===== config.mk =====
export PLATFORM = sky130hd
export DESIGN_NAME = input_buffer_bank
export DESIGN_NICKNAME = d
export VERILOG_FILES = /design/src/rtl/noc_pkg.sv /design/src/rtl/flit_fifo.sv /design/src/rtl/input_buffer_bank.sv
export SDC_FILE = /design/constraint.sdc
export NUM_CORES = 1
export LEC_CHECK = 0
export CORE_ASPECT_RATIO = 2
export CORE_MARGIN = 3
export CORE_UTILIZATION = 40
export DETAILED_ROUTE_END_ITERATION = 6
export SETUP_SLACK_MARGIN = 0.3
export SLEW_MARGIN = 10
export SYNTH_ARGS = -nofsm -noshare
export SYNTH_HDL_FRONTEND = slang
export SYNTH_HIERARCHICAL = 1
export SYNTH_SLANG_ARGS = --single-unit

===== constraint.sdc =====
create_clock -name clk -period 2.97 [get_ports clk]
set_clock_uncertainty 0.2 [all_clocks]
set_input_delay 0.297 -clock clk [delete_from_list [all_inputs] [get_ports clk]]
set_output_delay 0.297 -clock clk [all_outputs]
set_load 0.05 [all_outputs]

===== src/rtl/noc_pkg.sv =====
// rtl/noc_pkg.sv - shared flit types and lock FSM state for the input buffer bank
package noc_pkg;

    localparam int DATA_W = 8;

    typedef struct packed {
        logic              tail;
        logic [DATA_W-1:0] data;
    } flit_t;

    typedef enum logic {
        UNLOCKED = 1'b0,
        LOCKED   = 1'b1
    } lock_state_t;

endpackage


===== src/rtl/flit_fifo.sv =====
// rtl/flit_fifo.sv - single-lane synchronous flit FIFO
//  clk, reset        clock, synchronous active-low reset
//  push, wdata       write request and word; ignored while full
//  pop               read request; ignored while empty
//  full, empty       occupancy flags
//  head              oldest stored word (undefined while empty)
module flit_fifo #(
    parameter int DEPTH = 4,
    parameter int W     = 9
) (
    input  logic         clk,
    input  logic         reset,
    input  logic         push,
    input  logic         pop,
    input  logic [W-1:0] wdata,
    output logic         full,
    output logic         empty,
    output logic [W-1:0] head
);

    localparam int PW = $clog2(DEPTH);

    logic [W-1:0]  mem [DEPTH];
    logic [PW-1:0] wptr;
    logic [PW-1:0] rptr;
    logic [PW:0]   count;
    logic          do_push;
    logic          do_pop;

    // Full is judged on registered occupancy, so a pop never frees a slot
    // for a push in the same cycle.
    assign full    = (count == (PW+1)'(DEPTH));
    assign empty   = (count == '0);
    assign do_push = push & ~full;
    assign do_pop  = pop & ~empty;
    assign head    = mem[rptr];

    always_ff @(posedge clk) begin
        if (!reset) begin
            wptr  <= '0;
            rptr  <= '0;
            count <= '0;
        end else begin
            if (do_push) begin
                mem[wptr] <= wdata;
                wptr      <= wptr + 1'b1;
            end
            if (do_pop) begin
                rptr <= rptr + 1'b1;
            end
            count <= count + (PW+1)'(do_push) - (PW+1)'(do_pop);
        end
    end

endmodule


===== src/rtl/input_buffer_bank.sv =====
// rtl/input_buffer_bank.sv - N-lane input flit buffer with wormhole lock feeding a grant arbiter
//  clk, reset              clock, synchronous active-low reset
//  in_valid/in_ready       per-lane flit handshake; in_data lane i at [i*DATA_W +: DATA_W]
//  in_tail                 per-lane last-flit marker
//  req/gnt                 arbiter request out, one-hot-or-zero grant in
//  arb_en                  arbiter enable (follows out_ready)
//  arb_update_en           arbiter priority rotate, pulses on tail dequeue
//  out_valid/out_ready     forwarded flit handshake
//  out_data/out_tail       forwarded flit, zero when out_valid is low
module input_buffer_bank
    import noc_pkg::*;
#(
    parameter int N      = 4,
    parameter int DEPTH  = 4,
    parameter int DATA_W = noc_pkg::DATA_W
) (
    input  logic                clk,
    input  logic                reset,
    input  logic [N-1:0]        in_valid,
    output logic [N-1:0]        in_ready,
    input  logic [N*DATA_W-1:0] in_data,
    input  logic [N-1:0]        in_tail,
    output logic [N-1:0]        req,
    input  logic [N-1:0]        gnt,
    output logic                arb_en,
    output logic                arb_update_en,
    output logic                out_valid,
    input  logic                out_ready,
    output logic [DATA_W-1:0]   out_data,
    output logic                out_tail
);

    localparam int LW = (N > 1) ? $clog2(N) : 1;

    logic [N-1:0]      full;
    logic [N-1:0]      empty;
    logic [N-1:0]      deq;
    logic [N-1:0]      hit;
    logic [DATA_W:0]   head [N];
    logic [LW-1:0]     sel;
    logic              fire;
    lock_state_t       lock_state;
    logic [LW-1:0]     lock_idx;

    for (genvar g = 0; g < N; g++) begin : g_lane
        flit_fifo #(
            .DEPTH (DEPTH),
            .W     (DATA_W + 1)
        ) u_fifo (
            .clk   (clk),
            .reset (reset),
            .push  (in_valid[g]),
            .pop   (deq[g]),
            .wdata ({in_tail[g], in_data[g*DATA_W +: DATA_W]}),
            .full  (full[g]),
            .empty (empty[g]),
            .head  (head[g])
        );
    end

    assign in_ready = ~full;
    assign arb_en   = out_ready;

    // While a packet is in flight only the locked lane may compete.
    always_comb begin
        req = '0;
        for (int i = 0; i < N; i++) begin
            req[i] = ~empty[i] & ((lock_state == UNLOCKED) | (lock_idx == LW'(i)));
        end
    end

    // A multi-hot grant is resolved to its lowest set index.
    always_comb begin
        hit = gnt & req;
        sel = '0;
        for (int i = N - 1; i >= 0; i--) begin
            if (hit[i]) begin
                sel = LW'(i);
            end
        end
    end

    assign out_valid     = |hit;
    assign out_data      = out_valid ? head[sel][DATA_W-1:0] : '0;
    assign out_tail      = out_valid ? head[sel][DATA_W] : 1'b0;
    assign fire          = out_valid & out_ready;
    assign deq           = fire ? (N'(1) << sel) : '0;
    assign arb_update_en = fire & out_tail;

    always_ff @(posedge clk) begin
        if (!reset) begin
            lock_state <= UNLOCKED;
            lock_idx   <= '0;
        end else if (fire) begin
            case (lock_state)
                UNLOCKED: begin
                    // A head=tail flit completes its packet at once and never locks.
                    if (!out_tail) begin
                        lock_state <= LOCKED;
                        lock_idx   <= sel;
                    end
                end
                LOCKED: begin
                    if (out_tail && sel == lock_idx) begin
                        lock_state <= UNLOCKED;
                    end
                end
                default: lock_state <= UNLOCKED;
            endcase
        end
    end

    gnt_onehot_a: assert property (@(posedge clk) disable iff (!reset) $onehot0(gnt));

endmodule


==> Flow_metrics.wiki <==
{| class="wikitable"
! Metric !! Value
|-
| Number of buffers added on ports || 66
|-
| IO Count || 67
|-
| Number of routed nets with antenna violations || 0
|-
| Number of diodes added for antenna fixing || 0
|-
| Slew at the pin with the worst max-slew slack || 0.723 ns
|-
| Post-synth EDFFs || 144
|-
| Worst vdd ir || 636 uV
|-
| Async set-reset flop share out of synthesis || 0%
|-
| Synthesized area per cell || 16.0 um^2
|-
| Setup-failing EPs final || 0
|-
| Clock Path Buffers || 2
|-
| Highest signal layer in the routed design || met4
|-
| Cells along the critical path || o21a_4 -> nor3b_4 -> buf_4 -> buf_8 -> a2111oi_2 -> buf_4 -> nor3_4 -> and2_4 -> buf_12
|-
| Skew-Pair Late Insertion Delay || 0.42 ns
|-
| Static Leakage || about 3.7 nW
|-
| Clock tree root driver cell || sky130_fd_sc_hd__clkbuf_16
|-
| Cell count after placement || 823
|-
| Highest clock rate || 346 MHz
|-
| Result of the run || complete, no violations
|-
| Count of distinct cell types in the synthesized netlist || 47
|-
| Vias || 4476
|-
| Starting density of the core || 41.1%
|-
| Max Slew Vio Count || 0
|-
| Tightest hold margin || approximately 0.27 ns
|-
| Top cell type by total area after synthesis || sky130_fd_sc_hd__edfxtp_1
|-
| Pin count of the biggest net entering global routing || 41
|-
| Total die area || roughly 0.021 mm^2
|-
| Number of nets in the synthesized netlist || 563
|-
| Vertical extent of the die || about 200 um
|-
| Total of max-cap violations || 0
|-
| Final Hold Fails || 0
|-
| Detailed route wirelength on metal2 || around 10 mm
|-
| Worst setup EP type || primary output
|-
| Setup repair after global routing missed its margin || true
|-
| Fraction of final layout cells with drive strength greater than 1 || 36.1%
|-
| End of the worst register-to-register path || g_lane[3].u_fifo/count[2]$_SDFF_PN0_
|-
| Vias in the first global route || about 4800
|-
| Post-Syn Instances || between 400 and 500
|-
| Routed wl met3 || 437 um
|-
| Register bit total from synthesis || 183
|-
| Area growth from synthesis to layout || 34.4%
|-
| Routed len/inst || a little under 20 um
|-
| Gpl congestion || 0.796
|-
| Filler Cells Inserted || 1521
|-
| Number of search-and-repair iterations in the first detailed-routing pass || 4
|-
| Drc violations || 0
|-
| Required time of the critical path || between 2 and 2.5 ns
|-
| Relative max-transition margin || 51.8%
|-
| Hold worst-path end || g_lane[3].u_fifo/wptr[1]$_SDFFE_PN0P_
|-
| # rows || about 70
|-
| Class of the tightest hold or removal check || in2reg
|-
| Synth warn || 6
|-
| Proportion of netlist area held by the largest area contributor || 55.3%
|-
| Worst Setup Path Type || reg2out
|-
| RR Startpoint || g_lane[0].u_fifo/count[0]$_SDFF_PN0_
|-
| Non-filler instance count after layout || 879
|-
| Final period utilization || 97.3%
|-
| Crit-path most repeated cell || sky130_fd_sc_hd__buf_4
|-
| Final wirelength || 17.0 mm
|-
| Final cell utilization of the core || about 55%
|-
| Crit path largest cell delay || 0.37 ns
|-
| Startpoint type of the worst setup path || flop
|-
| First-pass GRT wire length || 26.1 mm
|-
| Setup slack of the critical path after layout || 0.0787 ns
|-
| Placement-stage worst setup slack || -0.207 ns
|-
| CTS tree || done
|-
| R2R setup slack || 0.09 ns
|-
| Worst-path clk slew || ~0.060 ns
|-
| P per Cell Area || 896 mW/mm^2
|-
| Source of the worst hold timing path || reset
|-
| Family of cells with the greatest summed delay on the critical path || buffers and inverters
|-
| Largest cells by area after synthesis || sky130_fd_sc_hd__edfxtp_1, sky130_fd_sc_hd__mux4_2, sky130_fd_sc_hd__dfxtp_1, sky130_fd_sc_hd__ha_1, sky130_fd_sc_hd__nand2_1
|-
| Net total in the final layout || 686
|-
| H-tree Lvls || 4
|-
| Chip width || 105 um
|-
| Crit path max fanout || 20
|-
| Starting DRT DRC Count || 161
|-
| Gr usage total || 16.3%
|-
| Cell type of the slowest stage on the worst timing path || sky130_fd_sc_hd__dfxtp_4
|-
| Number of antenna violations at the first check in global routing || 0
|-
| Core area || 0.0190 mm^2
|-
| Worst reg-to-reg path cell count || 14
|-
| Crit path DAT || 2.39 ns
|-
| CTS Hold Buffers Added || 0
|-
| Bufs and invs on worst path || 4
|-
| Final Power || 9.41 mW
|-
| Portion of the post-synthesis area used by sequential elements || 65.3%
|-
| Post-DR vias/cell || between 5 and 6
|-
| Dominant register cell in the synthesized netlist || sky130_fd_sc_hd__edfxtp_1
|-
| Remaining global-route overflow || 0
|-
| Clock buffer count from CTS || 17
|-
| Wl on met1 || just over 6 mm
|-
| Detailed placement HPWL || 12.4 mm
|-
| Min cycle time layout || 2.89 ns
|-
| Clk sinks || 183
|-
| Mapped cell area || 0.00781 mm^2
|-
| Cell count of the worst hold path || 3
|}
[worst min-delay path: cells and delay by family]
family / cells / cell delay (ns)
muxes: 1 / 0.05
and+or+nand+nor: 1 / 0.15
buffers and inverters: 1 / 0.33
[state kept, by name, indices dropped and copies added (netlist names), named ones only]
name / count
g_lane.u_fifo/rptr: 8
lock_idx: 2
g_lane.u_fifo/wptr: 8
g_lane.u_fifo/mem: 144
g_lane.u_fifo/count: 12
lock_state: 1
[layer usage]
layer | track usage (%) | vias up
met3 | 3.17 | 19
met5 | 0 | -
met4 | 6.29 | 0
met2 | 32.4 | 76
li1 | - | 2103
met1 | 16.4 | 2278
[cells in the mapped netlist, types with 10 or more instances]
cell type / instances
sky130_fd_sc_hd__edfxtp_1: 144
sky130_fd_sc_hd__nand2_1: 40
sky130_fd_sc_hd__dfxtp_1: 39
sky130_fd_sc_hd__mux4_2: 36
sky130_fd_sc_hd__inv_1: 28
sky130_fd_sc_hd__ha_1: 24
sky130_fd_sc_hd__and3_1: 19
sky130_fd_sc_hd__and2_1: 14
sky130_fd_sc_hd__nor2_1: 12
sky130_fd_sc_hd__o21ai_0: 12
sky130_fd_sc_hd__mux2i_1: 11
sky130_fd_sc_hd__nor2b_1: 11
sky130_fd_sc_hd__clkbuf_1: 10
[metrics by stage]
stage / setup TNS (ns) / area [um^2]
final: 0 / 10500
after global placement: -0.351 / 9180
after detailed placement: -0.562 / 9180
after floorplan: 0 / 7980
after CTS: 0 / 10000
after global routing: -0.0969 / 10500
[power breakdown]
| part | switching (mW) | leakage, nW | total (mW) | internal, mW |
|---|---|---|---|---|
| combinational | 2.09 | 1.76 | 4.00 | 1.92 |
| sequential | 0.170 | 1.63 | 3.18 | 3.01 |
| clock | 0.915 | 0.287 | 2.23 | 1.31 |
[logic make-up after synthesis]
family	Yosys count	share of synthesized area, %
buffers and inverters	51	3.06
DFF	183	65.3
AOI/OAI and AO/OA	49	4.72
adders and majority gates	28	4.87
and+or+nand+nor	122	9.34
xor gates and xnor gates	8	0.897
muxes	47	11.8
[layout by cell type (no fill, tap or decap), types with 4 or more instances in the layout]
master                            instances
sky130_fd_sc_hd__edfxtp_1               144
sky130_fd_sc_hd__buf_4                   52
sky130_fd_sc_hd__clkdlybuf4s50_1         50
sky130_fd_sc_hd__nand2_1                 39
sky130_fd_sc_hd__mux4_2                  36
sky130_fd_sc_hd__dfxtp_1                 26
sky130_fd_sc_hd__inv_1                   23
sky130_fd_sc_hd__clkbuf_16               20
sky130_fd_sc_hd__and3_1                  16
sky130_fd_sc_hd__ha_1                    16
sky130_fd_sc_hd__o21ai_0                 12
sky130_fd_sc_hd__buf_12                  11
sky130_fd_sc_hd__nor2_1                  10
sky130_fd_sc_hd__mux2i_1                 10
sky130_fd_sc_hd__and2_1                   9
sky130_fd_sc_hd__a221oi_4                 8
sky130_fd_sc_hd__ha_4                     8
sky130_fd_sc_hd__dfxtp_2                  8
sky130_fd_sc_hd__nor2b_1                  7
sky130_fd_sc_hd__o31ai_4                  6
sky130_fd_sc_hd__and2_4                   5
sky130_fd_sc_hd__nor3_4                   5
sky130_fd_sc_hd__dfxtp_4                  5
sky130_fd_sc_hd__nor2b_4                  4
sky130_fd_sc_hd__nor3b_2                  4
sky130_fd_sc_hd__inv_2                    4
sky130_fd_sc_hd__nand4bb_1                4
sky130_fd_sc_hd__or3_1                    4
sky130_fd_sc_hd__a21boi_1                 4
sky130_fd_sc_hd__xnor2_1                  4
sky130_fd_sc_hd__fa_2                     4
sky130_fd_sc_hd__buf_6                    4
[worst max-delay path by stage]
| stage | from | end | slack (ns) | cells past startpoint |
|---|---|---|---|---|
| after global placement | gnt[2] | g_lane[3].u_fifo/count[2]$_SDFF_PN0_ | -0.17 | 15 |
| final | lock_idx[0]$_SDFFE_PN0P_ | arb_update_en | 0.08 | 9 |
| after floorplan | lock_idx[1]$_SDFFE_PN0P_ | out_data[2] | 0.004 | 5 |
| after CTS | flop | arb_update_en | 0.02 | 7 |
| after detailed placement | gnt[2] | g_lane[3].u_fifo/count[2]$_SDFF_PN0_ | -0.21 | 15 |
| after global routing | lock_idx[0]$_SDFFE_PN0P_ | arb_update_en | -0.05 | 9 |
[final cells by class]
type | instances | area, um^2 | area share [%]
timing repair buffer | 127 | 1310 | 12.5
clock inverter | 10 | 120 | 1.14
tap | 255 | 319 | 3.04
multi-input combinational | 254 | 3040 | 28.9
sequential | 183 | 5130 | 48.9
inverter | 28 | 108 | 1.02
clock buffer | 22 | 474 | 4.51
[timing repair]
item | in CTS | in global routing
resized for setup | 35 | 64
cloned | 0 | 1
pin swaps | 11 | 35
setup buffers | 8 | 15
setup endpoints to repair | 18 | 20
(Power assumes the default switching activity.)
